File: src/rtl/hbidle_pkg.sv
// Shared hexbus definitions for the idle/keep-alive stage.
package hbidle_pkg;

    // Five-bit prefix that marks a keep-alive word on the hexbus
    localparam logic [4:0] IDLE_SUB_WORD = 5'b11011;

    // Native hexbus word width
    localparam int DEFAULT_DW = 34;

    // Build the keep-alive word: the prefix in the top five bits, zeros below.
    // Word widths up to 64 bits are supported; callers truncate to their width.
    function automatic logic [63:0] make_idle_word(input int dw);
        logic [63:0] w_word;
        w_word = 64'(IDLE_SUB_WORD) << (dw - 5);
        return w_word;
    endfunction

endpackage

File: src/rtl/hbidle_sfifo.sv
// Small synchronous FIFO with look-ahead head data, registered full/empty.
module hbidle_sfifo
    import hbidle_pkg::*;
#(
    parameter int LGFIFO = 2,
    parameter int DW     = DEFAULT_DW
)(
    input  logic          i_clk,
    input  logic          i_reset,
    input  logic          i_write,
    input  logic [DW-1:0] i_data,
    output logic          o_full,
    input  logic          i_read,
    output logic          o_empty,
    output logic [DW-1:0] o_data
);

    localparam int DEPTH = 1 << LGFIFO;

    logic [DW-1:0]     r_mem [DEPTH];
    logic [LGFIFO-1:0] r_wr_ptr;
    logic [LGFIFO-1:0] r_rd_ptr;
    logic [LGFIFO:0]   r_count;
    logic              r_full;
    logic              r_empty;
    logic [LGFIFO:0]   w_count_next;

    // Occupancy after this cycle's write and read
    always_comb begin
        w_count_next = r_count;
        if (i_write && !i_read)
            w_count_next = r_count + 1'b1;
        else if (!i_write && i_read)
            w_count_next = r_count - 1'b1;
    end

    // Storage array; contents need no reset since the pointers define validity
    always_ff @(posedge i_clk) begin
        if (i_write)
            r_mem[r_wr_ptr] <= i_data;
    end

    // Pointers, occupancy and registered full/empty flags
    always_ff @(posedge i_clk) begin
        if (i_reset) begin
            r_wr_ptr <= '0;
            r_rd_ptr <= '0;
            r_count  <= '0;
            r_full   <= 1'b0;
            r_empty  <= 1'b1;
        end else begin
            if (i_write)
                r_wr_ptr <= r_wr_ptr + 1'b1;
            if (i_read)
                r_rd_ptr <= r_rd_ptr + 1'b1;
            r_count <= w_count_next;
            r_full  <= (w_count_next == (LGFIFO+1)'(DEPTH));
            r_empty <= (w_count_next == '0);
        end
    end

    // Head word is visible without a read strobe so the output stage can load it
    assign o_data  = r_mem[r_rd_ptr];
    assign o_full  = r_full;
    assign o_empty = r_empty;

endmodule

File: src/rtl/hbidle_fifo.sv
// Hexbus idle stage: buffers response words and injects keep-alive words
// after a programmable number of quiet cycles.
module hbidle_fifo
    import hbidle_pkg::*;
#(
    parameter int            DW        = DEFAULT_DW,
    parameter int            LGFIFO    = 2,
    parameter int            TW        = 30,
    parameter logic [DW-1:0] IDLE_WORD = DW'(make_idle_word(DW))
)(
    input  logic          i_clk,
    input  logic          i_reset,
    input  logic          i_cmd_stb,
    input  logic [DW-1:0] i_cmd_word,
    output logic          o_idl_busy,
    input  logic [TW-1:0] i_timeout,
    output logic          o_idl_stb,
    output logic [DW-1:0] o_idl_word,
    input  logic          i_busy,
    output logic [15:0]   o_keepalives
);

    logic          r_stb;
    logic [DW-1:0] r_word;
    logic [TW-1:0] r_idle_count;
    logic [15:0]   r_keepalives;

    logic          w_fifo_full;
    logic          w_fifo_empty;
    logic [DW-1:0] w_fifo_data;
    logic          w_accept;
    logic          w_xfer;
    logic          w_out_free;
    logic          w_bypass;
    logic          w_fifo_write;
    logic          w_fifo_read;
    logic          w_timeout_off;
    logic          w_fire;

    assign w_accept      = i_cmd_stb && !w_fifo_full;
    assign w_xfer        = r_stb && !i_busy;
    assign w_out_free    = !r_stb || !i_busy;
    // An empty FIFO with a free output register lets the word skip the queue
    assign w_bypass      = w_accept && w_fifo_empty && w_out_free;
    assign w_fifo_write  = w_accept && !w_bypass;
    assign w_fifo_read   = !w_fifo_empty && w_out_free;
    assign w_timeout_off = (i_timeout == '0);
    // Accepted input suppresses a keep-alive due in the same cycle
    assign w_fire        = !w_timeout_off && (r_idle_count == i_timeout - TW'(1))
                           && !r_stb && w_fifo_empty && !w_accept;

    hbidle_sfifo #(
        .LGFIFO (LGFIFO),
        .DW     (DW)
    ) u_fifo (
        .i_clk   (i_clk),
        .i_reset (i_reset),
        .i_write (w_fifo_write),
        .i_data  (i_cmd_word),
        .o_full  (w_fifo_full),
        .i_read  (w_fifo_read),
        .o_empty (w_fifo_empty),
        .o_data  (w_fifo_data)
    );

    // Output register: queued data first, then bypass data, then keep-alive
    always_ff @(posedge i_clk) begin
        if (i_reset) begin
            r_stb  <= 1'b0;
            r_word <= IDLE_WORD;
        end else if (w_fifo_read) begin
            r_stb  <= 1'b1;
            r_word <= w_fifo_data;
        end else if (w_bypass) begin
            r_stb  <= 1'b1;
            r_word <= i_cmd_word;
        end else if (w_fire) begin
            r_stb  <= 1'b1;
            r_word <= IDLE_WORD;
        end else if (w_xfer) begin
            r_stb  <= 1'b0;
            r_word <= IDLE_WORD;
        end
    end

    // Quiet-cycle counter; counts only while nothing is pending anywhere
    always_ff @(posedge i_clk) begin
        if (i_reset || w_accept || w_xfer || w_timeout_off || w_fire)
            r_idle_count <= '0;
        else if (!r_stb && w_fifo_empty)
            r_idle_count <= r_idle_count + 1'b1;
    end

    // Saturating count of keep-alive words issued
    always_ff @(posedge i_clk) begin
        if (i_reset)
            r_keepalives <= '0;
        else if (w_fire && (r_keepalives != 16'hffff))
            r_keepalives <= r_keepalives + 1'b1;
    end

    assign o_idl_busy   = w_fifo_full;
    assign o_idl_stb    = r_stb;
    assign o_idl_word   = r_word;
    assign o_keepalives = r_keepalives;

endmodule

File: config.mk
export PLATFORM = sky130hd
export DESIGN_NAME = hbidle_fifo
export DESIGN_NICKNAME = d
export VERILOG_FILES = /design/src/rtl/hbidle_pkg.sv /design/src/rtl/hbidle_sfifo.sv /design/src/rtl/hbidle_fifo.sv
export SDC_FILE = /design/constraint.sdc
export NUM_CORES = 1
export LEC_CHECK = 0
export CORE_MARGIN = 4
export CORE_UTILIZATION = 45
export DETAILED_ROUTE_END_ITERATION = 6
export GPL_TIMING_DRIVEN = 0
export PLACE_DENSITY = 0.68
export SYNTH_ARGS = -nofsm -noshare
export SYNTH_HDL_FRONTEND = slang
export SYNTH_HIERARCHICAL = 1
export SYNTH_SLANG_ARGS = --single-unit
File: constraint.sdc
create_clock -name i_clk -period 6 [get_ports i_clk]
set_clock_uncertainty 0.15 [all_clocks]
set_input_delay 1.2 -clock i_clk [delete_from_list [all_inputs] [get_ports i_clk]]
set_output_delay 1.2 -clock i_clk [all_outputs]
set_load 0.05 [all_outputs]
==> impl_metrics.env <==
export IMPL_fmax_ghz=0.190
export IMPL_clk_latency_ns=0.53
export IMPL_tightest_slew_ns=0.653
export IMPL_path_max_fanout=10
export IMPL_cp_required_ns=6.24
export IMPL_setup_ws_ns=0.743
export IMPL_pre_cts_slack_ns=0.180
export IMPL_outcome="finished clean"
export IMPL_end_kind="flip-flop"
export IMPL_dieWidth_um=159
export IMPL_synth_fa_ha_area_share_pct=1.21
export IMPL_dp_cells=1247
export IMPL_fin_crit_sh_pct=87.6
export IMPL_max_stage_delay_ns=0.54
export IMPL_yosys_mux_area_fraction_pct=8.35
export IMPL_final_max_slew_violation_count=0
export IMPL_placed_cell_area_um2=11900
export IMPL_final_area_um2=12800
export IMPL_grt_overflow_total=0
export IMPL_die_area_um2=25400
export IMPL_max_cap_viol_count=0
export IMPL_core_area_um2=22600
export IMPL_wire_per_inst_um=19.0
export IMPL_synth_edf_count=136
export IMPL_wirelength_mm=24.6
export IMPL_crit_path_top_delay_cell="clkdlybuf4s50_1"
export IMPL_ys_async_sr_fraction_pct=0
export IMPL_place_hpwl_mm=17.1
export IMPL_ir_drop_uv=416
export IMPL_p_leak_uw=0.00418
export IMPL_tns_ns=0
export IMPL_drive_gt1_share_pct=11.0
export IMPL_rr_worst_depth=10
export IMPL_cts_hold_buf=0
export IMPL_synth_warnings=6
export IMPL_setup_viol=0
export IMPL_r2r_end="o_idl_word[28]$_SDFFE_PP0P_"
export IMPL_grt_max_degree=28
export IMPL_synth_net_count=919
export IMPL_initial_core_util_pct=45.7
export IMPL_gp_congestion=0.830
export IMPL_stdcell_count=1292
export IMPL_rrSetupSlack_ns=2.24
export IMPL_synth_xor_area_share_pct=5.61
export IMPL_period_needed_ns=5.26
export IMPL_h_tree_depth=1
export IMPL_final_cell_mix="edfxtp_1 (136), clkdlybuf4s50_1 (117), dfxtp_1 (92), nor2_1 (75), a21oi_1 (44)"
export IMPL_critical_path_class="input pin to flip-flop"
export IMPL_rows=55
export IMPL_synthSimpleGateAreaFrac_pct=16.1
export IMPL_drt_iter0_drc=426
export IMPL_die_h_um=159
export IMPL_dr_total_vias=7249
export IMPL_whs_path_depth=2
export IMPL_cts_root_buf="clkbuf_16"
export IMPL_synth_top_flop_cell="edfxtp_1"
export IMPL_cts_resized=0
export IMPL_layout_commonest_cell="edfxtp_1"
export IMPL_grt_total_usage_pct=19.2
export IMPL_cts_sinks=228
export IMPL_viasPerCell=5.61
export IMPL_numCtsBuffers=24
export IMPL_area_growth_pct=23.9
export IMPL_final_hold_viol_count=0
export IMPL_rsz0062_at_grt="no"
export IMPL_hold_start="o_idl_word[12]$_SDFFE_PP0P_"
export IMPL_fin_util_pct=56.6
export IMPL_synth_top_family_by_area="simple AND/OR/NAND/NOR gates"
export IMPL_synth_distinct_cells=62
export IMPL_path_common_cell="clkbuf_1"
export IMPL_grt_pass1_vias=7397
export IMPL_r2r_start="r_idle_count[15]$_SDFFE_PP0P_"
export IMPL_netlist_instances=841
export IMPL_slew_headroom_pct=55.3
export IMPL_grt_pass1_wl_mm=40.1
export IMPL_power_per_cell_area_nw_per_um2=377
export IMPL_syn_area_um2=10300
export IMPL_ant_nets=0
export IMPL_drc_errors=0
export IMPL_path_buf_inv=5
export IMPL_worstPathArrival_ns=5.50
export IMPL_ys_seq_elements=228
export IMPL_first_pass_iters=5
export IMPL_clk_pin_slew_ns=0.06
export IMPL_syn_avg_cell_area_um2=12.3
export IMPL_post_cts_repair_setup_buffers=0
export IMPL_hp_class="flip-flop to flip-flop"
export IMPL_antenna_found_initial=1
export IMPL_cts_path_max_buffers=3
export IMPL_yosysSeqAreaShare_pct=57.5
export IMPL_port_buffers=117
export IMPL_num_io_pins=120
export IMPL_worstHoldEndpoint="o_idl_word[12]$_SDFFE_PP0P_"
export IMPL_synth_compound_area_share_pct=8.17
export IMPL_critPathLaunchType="input pin"
export IMPL_path_cells="clkdlybuf4s50_1 -> inv_1 -> ha_1 -> or3b_2 -> clkbuf_1 -> nor4b_1 -> and4_1 -> o22ai_1 -> a2111o_1 -> nor4_1 -> clkbuf_1 -> clkbuf_1 -> nand3b_1 -> a21oi_1"
export IMPL_cts_tree="built"
export IMPL_fin_nets=1066
export IMPL_crit_family="buffers and inverters"
[state kept, by name, indices dropped and copies added (netlist names), named ones only]
signal	flops
o_idl_stb	1
u_fifo/o_full	1
r_idle_count	30
o_idl_word	34
o_keepalives	16
u_fifo/o_empty	1
u_fifo/r_wr_ptr	2
u_fifo/r_count	3
u_fifo/r_mem	136
u_fifo/r_rd_ptr	2
[per-stage QoR]
step | total power (uW) | hold slack [ns]
global route | 5040 | 0.348
finish | 4810 | 0.336
global placement | 3280 | 0.323
detailed placement | 3320 | 0.325
floorplan | 2870 | 0.328
CTS | 4860 | 0.337
[cell type report]
| cell class | instances | area (um2) |
|---|---|---|
| Clock inverter | 14 | 178 |
| Clock buffer | 30 | 663 |
| Timing Repair Buffer | 121 | 1260 |
| Multi-Input combinational cell | 547 | 4070 |
| Buffer | 46 | 241 |
| Fill cell | 1917 | 9800 |
| Tap cell | 285 | 357 |
| Sequential cell | 228 | 5930 |
| Antenna cell | 1 | 2.50 |
| Inverter | 20 | 75.1 |
[worst register-to-register path, delay by kind of cell, from the launching register on]
kind,cells,cell delay [ns]
AOI/OAI and AO/OA,2,0.70
xor gates and xnor gates,1,0.20
buffers and inverters,2,0.94
DFF,1,0.34
and+or+nand+nor,5,1.31
[per-layer routing]
layer	GRT usage, %	wire length (um)	vias up
met5	0	0	-
met4	4.62	524	0
met3	3.78	1510	38
met2	32.7	11900	207
met1	25.7	10700	3526
li1	-	-	3478
[cells by family (layout without fill, tap and decap cells)]
family	Yosys count	count (layout)
compound gates	130	130
xor+xnor	66	66
fa+ha+maj	10	10
buf+inv	66	231
flops	228	228
mux	43	43
other cells	0	1
simple gates	298	298
[how the worst max path moves through the flow]
stage	endpoint	cells past startpoint	start	slack, ns
6_report	o_idl_word[28]$_SDFFE_PP0P_	14	i_timeout[0]	0.74
5_1_grt	o_idl_word[31]$_SDFFE_PP0P_	14	i_timeout[0]	0.38
4_1_cts	o_idl_word[31]$_SDFFE_PP0P_	14	i_timeout[0]	0.70
3_5_place_dp	o_idl_word[28]$_SDFFE_PP0P_	14	i_timeout[0]	0.18
3_3_place_gp	o_idl_word[31]$_SDFFE_PP0P_	14	i_timeout[0]	0.27
2_1_floorplan	o_keepalives[15]$_SDFFE_PP0P_	12	i_timeout[0]	1.49
[Yosys cell counts (6+ instances only)]
master      n  area (um2)
nor2b_1    11        68.8
or3_1      10        62.6
mux4_2     34         766
xnor2_1    36         315
ha_1       10         125
o21ai_0    13        65.1
nor3_1     26         130
and2_1      9        56.3
nand3_1    19        95.1
or4_1      12        90.1
and3_1     14        87.6
and4_1      7        61.3
inv_1      19        71.3
nand4_1     7        43.8
nor2_1     75         282
nor4_1     13        81.3
edfxtp_1  136        4080
xor2_1     30         263
a22oi_1    30         225
o22ai_1     6        37.5
a21oi_1    44         220
nand3b_1   35         263
dfxtp_1    92        1840
clkbuf_1   28         105
a31oi_1     7        43.8
nand2_1    36         135
[where the power goes]
part / internal (uW) / total, uW / switching [uW]
Clock: 920 / 1530 / 611
Sequential: 1850 / 1940 / 90.4
Combinational: 558 / 1350 / 788
Note: power is estimated with default switching activity, not from simulation.
